===== src/rtl/mult_pkg.sv =====
// Shared types and sizing for the shift-add multiplier sequencer.
package mult_pkg;

  localparam int unsigned MULT_WIDTH = 4;

  typedef enum logic [2:0] {
    IDLE  = 3'd0,
    LOAD  = 3'd1,
    SHIFT = 3'd2,
    ADD   = 3'd3,
    DONE  = 3'd4
  } mult_state_t;

endpackage


===== src/rtl/mult_ctrl.sv =====
// Sequencing controller for the shift-add multiplier: loads operands, steps
// the operand-B shift register and commands the accumulator one bit per step.
module mult_ctrl
  import mult_pkg::*;
#(
  parameter int unsigned WIDTH = MULT_WIDTH
) (
  input  logic clk,
  input  logic rst,
  input  logic start,
  input  logic abort,
  input  logic b_bit,
  output logic ready,
  output logic busy,
  output logic load_a,
  output logic load_b,
  output logic shift_b,
  output logic clr_acc,
  output logic add_en,
  output logic acc_shift,
  output logic done
);

  localparam int unsigned CNT_W = $clog2(WIDTH);
  localparam logic [CNT_W-1:0] CNT_LAST = CNT_W'(WIDTH - 1);

  mult_state_t      state_q, state_d;
  logic [CNT_W-1:0] cnt_q, cnt_d;

  // Moore outputs are kept in flops, decoded from the next state so they
  // line up with the state register cycle for cycle.
  logic ready_q, ready_d;
  logic busy_q, busy_d;
  logic load_q, load_d;
  logic shift_b_q, shift_b_d;
  logic acc_shift_q, acc_shift_d;
  logic done_q, done_d;

  // State, bit counter and registered Moore outputs.
  always_ff @(posedge clk or negedge rst) begin
    if (!rst) begin
      state_q     <= IDLE;
      cnt_q       <= '0;
      ready_q     <= 1'b1;
      busy_q      <= 1'b0;
      load_q      <= 1'b0;
      shift_b_q   <= 1'b0;
      acc_shift_q <= 1'b0;
      done_q      <= 1'b0;
    end else begin
      state_q     <= state_d;
      cnt_q       <= cnt_d;
      ready_q     <= ready_d;
      busy_q      <= busy_d;
      load_q      <= load_d;
      shift_b_q   <= shift_b_d;
      acc_shift_q <= acc_shift_d;
      done_q      <= done_d;
    end
  end

  // Next-state, counter update, Mealy add_en and next Moore output values.
  always_comb begin
    state_d     = state_q;
    cnt_d       = cnt_q;
    add_en      = 1'b0;
    ready_d     = 1'b0;
    busy_d      = 1'b0;
    load_d      = 1'b0;
    shift_b_d   = 1'b0;
    acc_shift_d = 1'b0;
    done_d      = 1'b0;

    case (state_q)
      IDLE: begin
        if (start) state_d = LOAD;
      end
      LOAD: begin
        cnt_d   = '0;
        state_d = SHIFT;
      end
      SHIFT: begin
        state_d = ADD;
      end
      ADD: begin
        add_en  = b_bit;
        cnt_d   = cnt_q + CNT_W'(1);
        state_d = (cnt_q == CNT_LAST) ? DONE : SHIFT;
      end
      DONE: begin
        state_d = IDLE;
      end
      default: begin
        state_d = IDLE;
      end
    endcase

    // Cancel wins over every other transition.
    if (abort) begin
      state_d = IDLE;
      cnt_d   = '0;
    end

    ready_d     = (state_d == IDLE);
    busy_d      = (state_d != IDLE);
    load_d      = (state_d == LOAD);
    shift_b_d   = (state_d == SHIFT);
    acc_shift_d = (state_d == ADD);
    done_d      = (state_d == DONE);
  end

  assign ready     = ready_q;
  assign busy      = busy_q;
  assign load_a    = load_q;
  assign load_b    = load_q;
  assign clr_acc   = load_q;
  assign shift_b   = shift_b_q;
  assign acc_shift = acc_shift_q;
  assign done      = done_q;

endmodule


===== config.mk =====
export PLATFORM = sky130hd
export DESIGN_NAME = mult_ctrl
export DESIGN_NICKNAME = d
export VERILOG_FILES = /design/src/rtl/mult_pkg.sv /design/src/rtl/mult_ctrl.sv
export SDC_FILE = /design/constraint.sdc
export NUM_CORES = 1
export LEC_CHECK = 0
export ABC_AREA = 1
export CORE_AREA = 10 10 47 49
export CTS_BUF_LIST = sky130_fd_sc_hd__clkbuf_16
export CTS_CLUSTER_SIZE = 28
export DETAILED_ROUTE_END_ITERATION = 7
export DIE_AREA = 0 0 57 59
export GPL_TIMING_DRIVEN = 0
export MAX_ROUTING_LAYER = met4
export PLACE_DENSITY_LB_ADDON = 0.05
export SLEW_MARGIN = 20
export SYNTH_ARGS = -nofsm -noshare
export SYNTH_HDL_FRONTEND = slang
export SYNTH_SLANG_ARGS = --single-unit

===== constraint.sdc =====
create_clock -name clk -period 1.6 [get_ports clk]
set_input_delay 0.16 -clock clk [delete_from_list [all_inputs] [get_ports clk]]
set_output_delay 0.16 -clock clk [all_outputs]
set_load 0.02 [all_outputs]

# Word-level counts from Yosys, hierarchy flattened
# Index checks and enable logic that the tools add are counted.
dict set report totals {
  ff_bits 11
  wordCells 28
  inputBits 5
  output_inout_bits 9
}
dict set report op_classes {
  n_reduce_logical 4
  n_addsub 1
  eq_ne 8
  mux 7
}
# cell count
set ops {}
lappend ops {{== test 3 x 2 -> 1 bit, second input constant} 4}
lappend ops {{case mux 3 bit (4 select lines)} 1}
lappend ops {{2-to-1 mux 3 bit} 3}
lappend ops {{== test 3 x 1 -> 1 bit, second input constant} 2}
lappend ops {{logical NOT 3 bit} 2}
lappend ops {{nonzero test 3 bit} 2}
lappend ops {{case mux 2 bit (2 select lines)} 1}
lappend ops {{== test 3 bit, second input constant} 1}
lappend ops {{adder 2 x 1 -> 2 bit, second input constant} 1}
lappend ops {{== test 2 bit, second input constant} 1}
lappend ops {{2-to-1 mux 2 bit} 1}
lappend ops {{2-to-1 mux 1 bit} 1}

# Longest topological paths before layout
dict set report logic_depth {
  ltp_word 5
  depth_mapped 5
  mapped_depth_nobuf 5
}

# Least setup slack after synthesis
# No wires, ideal clock.
dict set report synth_timing {
  path_kind {register to output}
  from {register state_q[2]}
  to {output port add_en}
  slack_ns 0.439
  path_buffers 0
  path_stages_with_launch 2
  required_ns 1.440
  t_arrival_ns 1.001
  cell_sequence {dfrtp_1 -> nor3b_1}
}
dict set report synth_between {
  elab_chain_cells 2
}
# item line
set synth_lines {}
lappend synth_lines {{start, declared} mult_ctrl.sv:27} ;# mult_state_t state_q, state_d;
lappend synth_lines {{start signal, assigned} mult_ctrl.sv:51} ;# state_q <= state_d;
lappend synth_lines {{== test 3 x 2 -> 1 bit} mult_ctrl.sv:74} ;# case (state_q)
lappend synth_lines {{2-to-1 mux 1 bit} mult_ctrl.sv:74}
lappend synth_lines {{end, declared} mult_ctrl.sv:19} ;# output logic add_en,
# No other way between the ends.

# Worst setup path in the final report
dict set report layout_timing {
  from {register ready_q, in the netlist ready}
  to {output port ready}
}
# item line
set layout_lines {}
lappend layout_lines {{start, declared} mult_ctrl.sv:32} ;# logic ready_q, ready_d;
lappend layout_lines {{start signal, assigned} mult_ctrl.sv:53} ;# ready_q <= ready_d;
lappend layout_lines {{end, declared} mult_ctrl.sv:13} ;# output logic ready,
# No word-level cell between the ends.

==> results.yml <==
clock_tree:
  cts_buffers: 3
  ctsLongestPathBuffers: 2
  clock_latency_ns: 0.24
  cts_tree: "yes"
  clk_pin_slew_ns: 0.04
  clockRootBuffer: "clkbuf_16"
  cts_num_sinks: 11
  h-tree-depth: 1
  postCtsHoldBufs: 0
yosys:
  ys.flop_type: "dfrtp_1"
  synth_edf_count: 0
  ys_ff_latch: 11
  synth_top_cell_by_area: "dfrtp_1"
  synth_top_area_frac: 0.519
  syn_area_um2: 482
  yosys-top-cells-count: "10 x dfrtp_1, 7 x inv_1, 6 x nand2_1, 4 x nand3_1, 4 x nor2_1"
  synthTopCellsByArea: "dfrtp_1 52%, dfstp_2 5.5%, inv_1 5.5%"
  async_reset_ff_frac: 1.00
  yosysMostFrequentCell: "dfrtp_1"
  synthesis.nets: 55
  ys_types: 16
  syn_inst: 49
  syn_avg_cell_area_um2: 9.83
  yosysSeqAreaShare: 0.574
  yosys_warnings: 0
floorplan:
  core.rowCount: 14
  coreArea_um2: 1400
  die_x_um: 57
  die-area_um2: 3360
  ios: 14
  fp.dieH_um: 59
  start_util: 0.344
drt:
  route.detailed.wl_per_inst_um: 11.0
  drt-initial-drc-count: 0
  ant_nets: 0
  drc: 0
  viasPerCell: 4.28
  drtPass1Iterations: 1
  vias: 351
  routed_wl_um: 901
setup_path:
  reg2reg_from: "cnt_q[0]$_DFFE_PN0P_"
  critPathSlowestCell: "clkdlybuf4s50_1"
  crit_arrival_ns: 1.34
  r2r_cells: 4
  worstSetupStartpointType: "flop"
  end_kind: "output pin"
  worstPathMaxFanout: 1
  ff2ff_setup_slack_ns: 0.57
  path_class: "reg2out"
  cp.required_ns: 1.44
  startpoint: "ready$_DFF_PN1_"
  path_buf_inv: 1
  slowest_delay_ns: 0.59
  path_cells: "clkdlybuf4s50_1"
  rr_endpoint: "shift_b$_DFF_PN0_"
  crit_family: "buffers and inverters"
global_route:
  grt_max_degree: 12
  grt_pass1_vias: 376
  grt_pass1_wl_mm: 1.61
  antenna_found_initial: 0
  grt_overflow: 0
  grt_usage: 0.0653
layout:
  multi_input_area_um2: 156
  antenna_cells: 0
  drive_gt1_frac: 0.242
  seqCellArea_um2: 277
  fin_nets: 73
  fillCellCount: 151
  area.growth.synth_to_final_pct: 47.3
hold_path:
  hold_path.class: "in2async"
sta:
  relSlewSlack: 0.684
  slew_viol_final: 0
  fmax_ghz: 0.666
  tightest_slew_ns: 0.472
  finClkSkew_ns: 0.00204
  setup_viol: 0
  finalCritPeriodShare: 0.938
  setup-tns-final_ns: 0
  fin_crit_ns: 1.50
  setup_slack_ns: 0.0995
  rsz0062_at_grt: "false"
  hold_viol: 0
power_and_ir_drop:
  swShare: 0.216
  power.density_nw_per_um2: 1210
  ir_drop_mv: 0.677
  p_int_mw: 0.675
  seq_power_share: 0.355
  clockPowerShare: 0.520
  p_leak_nw: 0.366
  comb_power_share: 0.126
  p_sw_mw: 0.186
flow_run:
  cap_viol_max_count: 0
status:
  status: "complete, no violations"
place:
  place_congestion: 0.771
  numPortBuffers: 13
  dp_slack_ns: 0.0143
  dp_hpwl_um: 707
## final cells by class
class / count / area share
sequential: 11 / 0.390
multi-input combinational: 27 / 0.220
timing repair buffer: 13 / 0.182
clock buffer: 3 / 0.106
inverter: 9 / 0.0476
tap: 16 / 0.0282
buffer: 2 / 0.0212
clock inverter: 1 / 0.00529
## layout by cell type (no fill, tap or decap), drive strengths merged
cell,count
dfstp,1
nor3,2
dlygate4sd2,1
nand3,6
clkdlybuf4s50,12
inv,10
nor3b,1
buf,2
dfrtp,10
clkbuf,3
nor2,7
nand2,9
nand4,1
ha,1
## through the flow
step / total power, mW / std cells / util / instance area [um^2] / hold slack (ns)
after floorplan: 0.368 / 49 / - / 482 / -0.136
after global placement: 0.419 / 78 / 0.451 / 632 / 0.500
after detailed placement: 0.420 / 78 / 0.451 / 632 / 0.504
after CTS: 0.878 / 82 / 0.506 / 709 / 0.269
after global routing: 0.904 / 82 / 0.506 / 709 / 0.289
final: 0.861 / 82 / 0.506 / 709 / 0.250
## power by group through the flow
stage	Combinational [mW]	Sequential, mW	Clock (mW)
finish	0.108	0.305	0.448
global route	0.121	0.307	0.477
CTS	0.111	0.306	0.462
detailed placement	0.111	0.310	0
global placement	0.110	0.309	0
floorplan	0.0449	0.323	0
## repair_timing
| item | CTS | global route |
|---|---|---|
| buffers inserted | 0 | 0 |
| setup endpoints to repair | 1 | 0 |
| resized for setup | 1 | 0 |
## layer usage
layer | up-vias | wire length, um | track usage
met5 | - | 0 | -
met4 | 0 | 17 | 0.0503
met3 | 2 | 116 | 0.0451
met2 | 13 | 401 | 0.0899
met1 | 153 | 366 | 0.0629
li1 | 183 | - | -
## logic make-up (layout without fill, tap and decap cells)
logic type / Yosys count / count (layout) / synth area share
AND/OR/NAND/NOR: 26 / 26 / 0.299
flip-flops: 11 / 11 / 0.574
buffers and inverters: 11 / 28 / 0.101
adder cells (fa/ha/maj): 1 / 1 / 0.0260
## how the worst max path moves through the flow
stage,end,slack [ns],depth (start not counted)
floorplan,add_en,0.44,1
global placement,add_en,0.03,3
detailed placement,add_en,0.01,3
CTS,ready,0.08,1
global route,ready,0.06,1
finish,ready,0.1,1
## sequential cells by signal, summed over array words and instances (netlist names)
register,cells
state_q,3
cnt_q,2
acc_shift,1
busy,1
clr_acc,1
done,1
ready,1
shift_b,1
(Power assumes the default switching activity.)
